**src/rtl/pc_unit_pkg.sv**
```systemverilog
// pc_unit_pkg: shared definitions for the fetch PC unit.
//   pc_state_e       - 2-bit FSM encoding (BOOT / RUN / HALT)
//   PC_DEF_INC       - default sequential increment in bytes
//   PC_DEF_BOOT_ADDR - default PC value loaded at reset
//   pc_redirect_t    - one resolved redirect (target plus misalign flag)
package pc_unit_pkg;

    typedef enum logic [1:0] {
        ST_BOOT = 2'd0,
        ST_RUN  = 2'd1,
        ST_HALT = 2'd2
    } pc_state_e;

    localparam int unsigned PC_DEF_INC       = 4;
    localparam logic [31:0] PC_DEF_BOOT_ADDR = 32'h0000_0000;

    typedef struct packed {
        logic        misalign;
        logic [31:0] target;
    } pc_redirect_t;

endpackage

```
**src/rtl/pc_boot_cnt.sv**
```systemverilog
// pc_boot_cnt: boot-delay counter.
//   clk, rst_n - clock, asynchronous active-low reset
//   en         - count while high; the count clears when en drops
//   limit      - terminal count
//   done       - combinational pulse on the cycle where count == limit
// The counter clears itself on done, so a later BOOT starts from zero.
module pc_boot_cnt #(
    parameter int unsigned CW = 4
) (
    input  logic          clk,
    input  logic          rst_n,
    input  logic          en,
    input  logic [CW-1:0] limit,
    output logic          done
);

    logic [CW-1:0] cnt;

    assign done = en && (cnt == limit);

    always_ff @(posedge clk or negedge rst_n) begin
        if (!rst_n)
            cnt <= '0;
        else if (done || !en)
            cnt <= '0;
        else
            cnt <= cnt + 1'b1;
    end

endmodule

```
**src/rtl/pc_unit.sv**
```systemverilog
// pc_unit: fetch program counter with BOOT / RUN / HALT control.
//   mp_clk_in, mp_rst_in      - clock, asynchronous active-low reset
//   stall_in                  - hold the PC
//   branch_taken_in/target_in - redirect to branch_target_in
//   trap_in/trap_vec_in       - redirect to trap_vec_in (word aligned)
//   halt_in/resume_in         - enter / leave HALT
//   pc_out                    - registered fetch PC
//   pc_next_out               - pc_out + INC (combinational, wraps)
//   pc_valid_out              - high in RUN
//   misalign_out              - one-cycle pulse on a rejected misaligned branch
// Optional macro PC_MISALIGN_CHK_EN: a misaligned RUN branch is rejected and
// vectors to the trap address instead; without it the low target bits are
// simply cleared and misalign_out stays 0.
// RUN priority: trap > halt > branch > stall > sequential. A branch beats a
// stall so a redirect arriving during a stall is never dropped.
module pc_unit
    import pc_unit_pkg::*;
#(
    parameter int unsigned      XLEN       = 32,
    parameter logic [XLEN-1:0]  BOOT_ADDR  = XLEN'(PC_DEF_BOOT_ADDR),
    parameter int unsigned      BOOT_DELAY = 2,   // legal range 1..15
    parameter int unsigned      INC        = PC_DEF_INC
) (
    input  logic            mp_clk_in,
    input  logic            mp_rst_in,
    input  logic            stall_in,
    input  logic            branch_taken_in,
    input  logic [XLEN-1:0] branch_target_in,
    input  logic            trap_in,
    input  logic [XLEN-1:0] trap_vec_in,
    input  logic            halt_in,
    input  logic            resume_in,
    output logic [XLEN-1:0] pc_out,
    output logic [XLEN-1:0] pc_next_out,
    output logic            pc_valid_out,
    output logic            misalign_out
);

    localparam logic [3:0]      BOOT_LIM   = 4'(BOOT_DELAY - 1);
    localparam logic [XLEN-1:0] ALIGN_MASK = ~XLEN'(3);

    pc_state_e       state;
    logic [XLEN-1:0] pc_q;
    logic            boot_done;
    logic [XLEN-1:0] trap_tgt;
    logic [XLEN-1:0] br_tgt;
    logic            br_bad;

    assign trap_tgt = trap_vec_in & ALIGN_MASK;
    assign br_tgt   = branch_target_in & ALIGN_MASK;

`ifdef PC_MISALIGN_CHK_EN
    assign br_bad = |(branch_target_in & ~ALIGN_MASK);
`else
    assign br_bad = 1'b0;
`endif

    pc_boot_cnt #(.CW(4)) u_boot_cnt (
        .clk   (mp_clk_in),
        .rst_n (mp_rst_in),
        .en    (state == ST_BOOT),
        .limit (BOOT_LIM),
        .done  (boot_done)
    );

    assign pc_out       = pc_q;
    assign pc_next_out  = pc_q + XLEN'(INC);
    assign pc_valid_out = (state == ST_RUN);

`ifdef PC_MISALIGN_CHK_EN
    logic misalign_q;
    assign misalign_out = misalign_q;
`else
    assign misalign_out = 1'b0;
`endif

    always_ff @(posedge mp_clk_in or negedge mp_rst_in) begin
        if (!mp_rst_in) begin
            state <= ST_BOOT;
            pc_q  <= BOOT_ADDR;
`ifdef PC_MISALIGN_CHK_EN
            misalign_q <= 1'b0;
`endif
        end else begin
`ifdef PC_MISALIGN_CHK_EN
            misalign_q <= 1'b0;
`endif
            case (state)
                ST_BOOT: begin
                    pc_q <= BOOT_ADDR;
                    if (boot_done)
                        state <= ST_RUN;
                end
                ST_RUN: begin
                    if (trap_in) begin
                        pc_q <= trap_tgt;
                    end else if (halt_in) begin
                        state <= ST_HALT;
                    end else if (branch_taken_in) begin
                        if (br_bad) begin
                            pc_q <= trap_tgt;
`ifdef PC_MISALIGN_CHK_EN
                            misalign_q <= 1'b1;
`endif
                        end else begin
                            pc_q <= br_tgt;
                        end
                    end else if (!stall_in) begin
                        pc_q <= pc_next_out;
                    end
                end
                ST_HALT: begin
                    if (trap_in) begin
                        state <= ST_RUN;
                        pc_q  <= trap_tgt;
                    end else if (resume_in) begin
                        state <= ST_RUN;
                    end
                end
                default: state <= ST_BOOT;
            endcase
        end
    end

endmodule

```
**config.mk**
```make
export PLATFORM = sky130hd
export DESIGN_NAME = pc_unit
export DESIGN_NICKNAME = d
export VERILOG_FILES = /design/src/rtl/pc_unit_pkg.sv /design/src/rtl/pc_boot_cnt.sv /design/src/rtl/pc_unit.sv
export SDC_FILE = /design/constraint.sdc
export NUM_CORES = 1
export LEC_CHECK = 0
export CORE_ASPECT_RATIO = 0.9
export CORE_MARGIN = 3
export CORE_UTILIZATION = 43
export DETAILED_ROUTE_END_ITERATION = 7
export HOLD_SLACK_MARGIN = 0.15
export PLACE_DENSITY = 0.88
export SLEW_MARGIN = 20
export SYNTH_ARGS = -nofsm -noshare
export SYNTH_HDL_FRONTEND = slang
export SYNTH_HIERARCHICAL = 1
export SYNTH_SLANG_ARGS = --single-unit
```
**constraint.sdc**
```tcl
create_clock -name mp_clk_in -period 2.5 [get_ports mp_clk_in]
set_input_delay 0.5 -clock mp_clk_in [delete_from_list [all_inputs] [get_ports mp_clk_in]]
set_output_delay 0.5 -clock mp_clk_in [all_outputs]
set_load 0.1 [all_outputs]
```
==> metrics.md <==
| Metric | Value |
|---|---|
| Failing checks | `negative setup slack` |
| I/O Buffers | `approximately 130` |
| Initial antenna violation count | `0` |
| Crit path buf inv count | `3` |
| Final Wtd Congestion | `~0.95` |
| Net Sw Frac | `between 60% and 70%` |
| Die height | `87.1 um` |
| Worst stage delay on the critical path | `610 ps` |
| Max Clk Rate | `352 MHz` |
| CP required | `2000 ps` |
| Fillers | `roughly 290` |
| CP delay by family, top | `simple AND/OR/NAND/NOR gates` |
| Worst path most repeated cell | `buf_4` |
| Clk_lat worst skew | `310 ps` |
| Final min period | `about 2800 ps` |
| Slew Limit Fails | `0` |
| Post-synth ARST share | `between 90% and 100%` |
| Mapped Cells | `380` |
| Avg WL per Cell | `26.6 um` |
| Area contributors post-synth | `dfrtp_1, nand2_1, mux2i_1` |
| Post-detail-place hpwl | `9630 um` |
| CP max FO | `6` |
| Combinational Power Share | `81.0%` |
| Routed Antenna Nets | `0` |
| FF+latch area | `988 um^2` |
| Maximum clock path buffer count | `2` |
| Clock power frac | `5.0%` |
| Pleak | `2.84 nW` |
| Most used DFF post-synth | `dfrtp_1` |
| Sequential Power Share | `13.9%` |
| RSZ-0062 raised after global routing | `true` |
| Critical Path AT | `between 2000 and 2500 ps` |
| Slew @ Worst Pin | `923 ps` |
| Unique masters post-synth | `60` |
| Slew margin rel. | `38.4%` |
| Final worst-path cycle share | `113%` |
| Root Driver | `clkbuf_8` |
| Core Util, Final | `between 90% and 100%` |
| Layout cells sized above 1 | `43.1%` |
| Setup slack, reg-to-reg | `-130 ps` |
| CTS tree | `done` |
| GRT Util Overall | `35.6%` |
| Critical-path top delay cell | `or4b_4` |
| Die extent in x | `96.1 um` |
| Vias per cell | `6.85` |
| Starting Density | `a little under half` |
| Endpoints failing hold | `0` |
| Largest net degree at the start of global routing | `37` |
| Pre-Repair DR Iteration Count | `5` |
| Worst hold slack | `321 ps` |
| DR iter-0 viols | `643` |
| H-tree levels | `2` |
| Worst hold path class | `input pin to async pin` |
| Post-synth EDFFs | `0` |
| Multi-input gate area | `between 0.002 and 0.003 mm^2` |
| Max Cap Viol | `0` |
| Cell Pwr Density | `1400 mW/mm^2` |
| Synth Warn # | `6` |
| Clock slew at reported path FFs | `90 ps` |
| Peak VDD IR | `about 1.1 mV` |
| Routed Wire Length | `~18000 um` |
| Worst-path cell chain | `nand4_1 > or4b_4 > buf_4 > nor4_4 > buf_4 > xor2_4 > buf_12` |
| Layout Skew | `around 10 ps` |
| #FFs+latches synth | `36` |
| Nets | `between 600 and 700` |
| First-pass GRT wire length | `around 23000 um` |
| P_sw | `around 5.4 mW` |
| CP Capture Type | `output pin` |
| TritonCTS Buffers | `5` |
| Die footprint | `0.00837 mm^2` |
| Crit Path Class | `flip-flop to output pin` |
| Vias in the first global route | `4185` |
| Count leader, synth | `nand2_1` |
| Worst setup margin | `-337 ps` |
| Cell accounting for the most synthesized area | `dfrtp_1` |
| Final setup fails | `19` |
| Std-Cell Rows | `28` |
| Drc violations | `0` |
| Mapped cell area | `0.00314 mm^2` |
| Synth-to-layout area growth | `96.1%` |
| Inserted Diodes | `0` |
| Core area | `0.00683 mm^2` |
| Routed via count | `4600` |
| CP Launch Type | `flip-flop` |
| Most common library cells after synthesis | `nand2_1, dfrtp_1, a21oi_1` |
| Status | `finished with violations` |
| GRT overflow | `0` |
| Synth top area share | `approximately 29%` |
| Hold Buf Count CTS | `0` |
| Clock sink count | `36` |
| Top Ports | `137` |
| Seq/Total Area, Yosys | `roughly 29%` |
| Syn_area_per_cell | `8.26 um^2` |
| Int Pwr | `3.26 mW` |
sequential cells by signal, summed over array words and instances, names as in the netlist:
register        cells
pc_out             30
u_boot_cnt/cnt      4
state               2
layout by cell type (no fill, tap or decap), types with 10 or more instances in the layout:
cell | netlist | final
buf_4 | 5 | 108
clkdlybuf4s50_1 | 0 | 65
nand2_1 | 54 | 52
buf_12 | 0 | 30
dfrtp_4 | 0 | 21
a21oi_1 | 20 | 20
mux2i_1 | 19 | 19
nor2_1 | 19 | 18
xor2_4 | 0 | 14
inv_1 | 14 | 13
o21ai_0 | 13 | 13
nand3_1 | 14 | 12
and3_1 | 13 | 11
nor3_4 | 1 | 10
path summary, 6_finish.rpt:
path                              startpoint                end  cells past startpoint
hold reg to reg            u_boot_cnt/cnt[0]  u_boot_cnt/cnt[0]                      1
min in group mp_clk_in     u_boot_cnt/cnt[0]  u_boot_cnt/cnt[0]                      1
hold / removal                     mp_rst_in         pc_out[25]                      1
max in group asynchronous          mp_rst_in         pc_out[19]                      1
setup / recovery                  pc_out[18]    pc_next_out[31]                      7
setup reg to reg                    state[0]         pc_out[29]                      6
cell type report:
cell class | instances | area share (%)
multi-input cells | 312 | 44.8
repair buffers | 212 | 35.0
clock buffers | 6 | 1.18
flip-flops and latches | 36 | 16.1
well taps | 90 | 1.83
inverters | 15 | 0.975
clock inverters | 1 | 0.0813
worst reg2reg max path: stages, from the launching register on:
cell	delay, ps
dfrtp_1	440
inv_1	110
ha_1	570
inv_1	330
a2111oi_0	710
a21oi_1	150
nor3_1	220
power groups by stage:
| stage | Combinational, mW | Clock (mW) | Sequential [mW] |
|---|---|---|---|
| floorplan | 3.11 | 0 | 2.52 |
| finish | 7.00 | 0.436 | 1.20 |
| CTS | 6.59 | 0.409 | 1.16 |
| global placement | 6.35 | 0 | 1.15 |
| detailed placement | 6.49 | 0 | 1.17 |
| global route | 7.16 | 0.457 | 1.22 |
kinds of logic after synthesis:
kind of cell	after synthesis	share of synthesized area [%]
xor gates and xnor gates	32	8.92
and+or+nand+nor	162	29.8
buffers and inverters	39	5.74
adders and majority gates	6	2.39
AOI/OAI and AO/OA	83	17.8
other	2	0.239
DFF	36	28.7
muxes	20	6.41
repair_timing:
action / CTS / global route
pin swaps: 15 / 24
setup buffers: 15 / 22
hold endpoints to repair: 0 / 0
endpoints found under the setup margin: 19 / 18
resized for setup: 27 / 20
routing by layer:
| metal | routed length [um] | vias to the layer above | global-route usage (%) |
|---|---|---|---|
| met5 | 0 | - | 0 |
| met4 | 1500 | 0 | 18.3 |
| met2 | 8220 | 538 | 57.7 |
| li1 | - | 1766 | - |
| met3 | 2320 | 177 | 8.30 |
| met1 | 5840 | 2119 | 44.0 |
per-stage QoR:
step	setup WS [ps]	total power [mW]	std cells	TNS (ps)	instance area (um^2)
6_report	-337	8.63	672	-2670	6160
5_1_grt	-395	8.83	672	-4870	6160
3_5_place_dp	-7.83	7.66	632	-9.82	5650
4_1_cts	-307	8.16	654	-1720	5960
2_1_floorplan	-410	5.63	387	-4040	3810
3_3_place_gp	49.8	7.50	632	0	5650
Note: power is estimated with default switching activity, not from simulation.
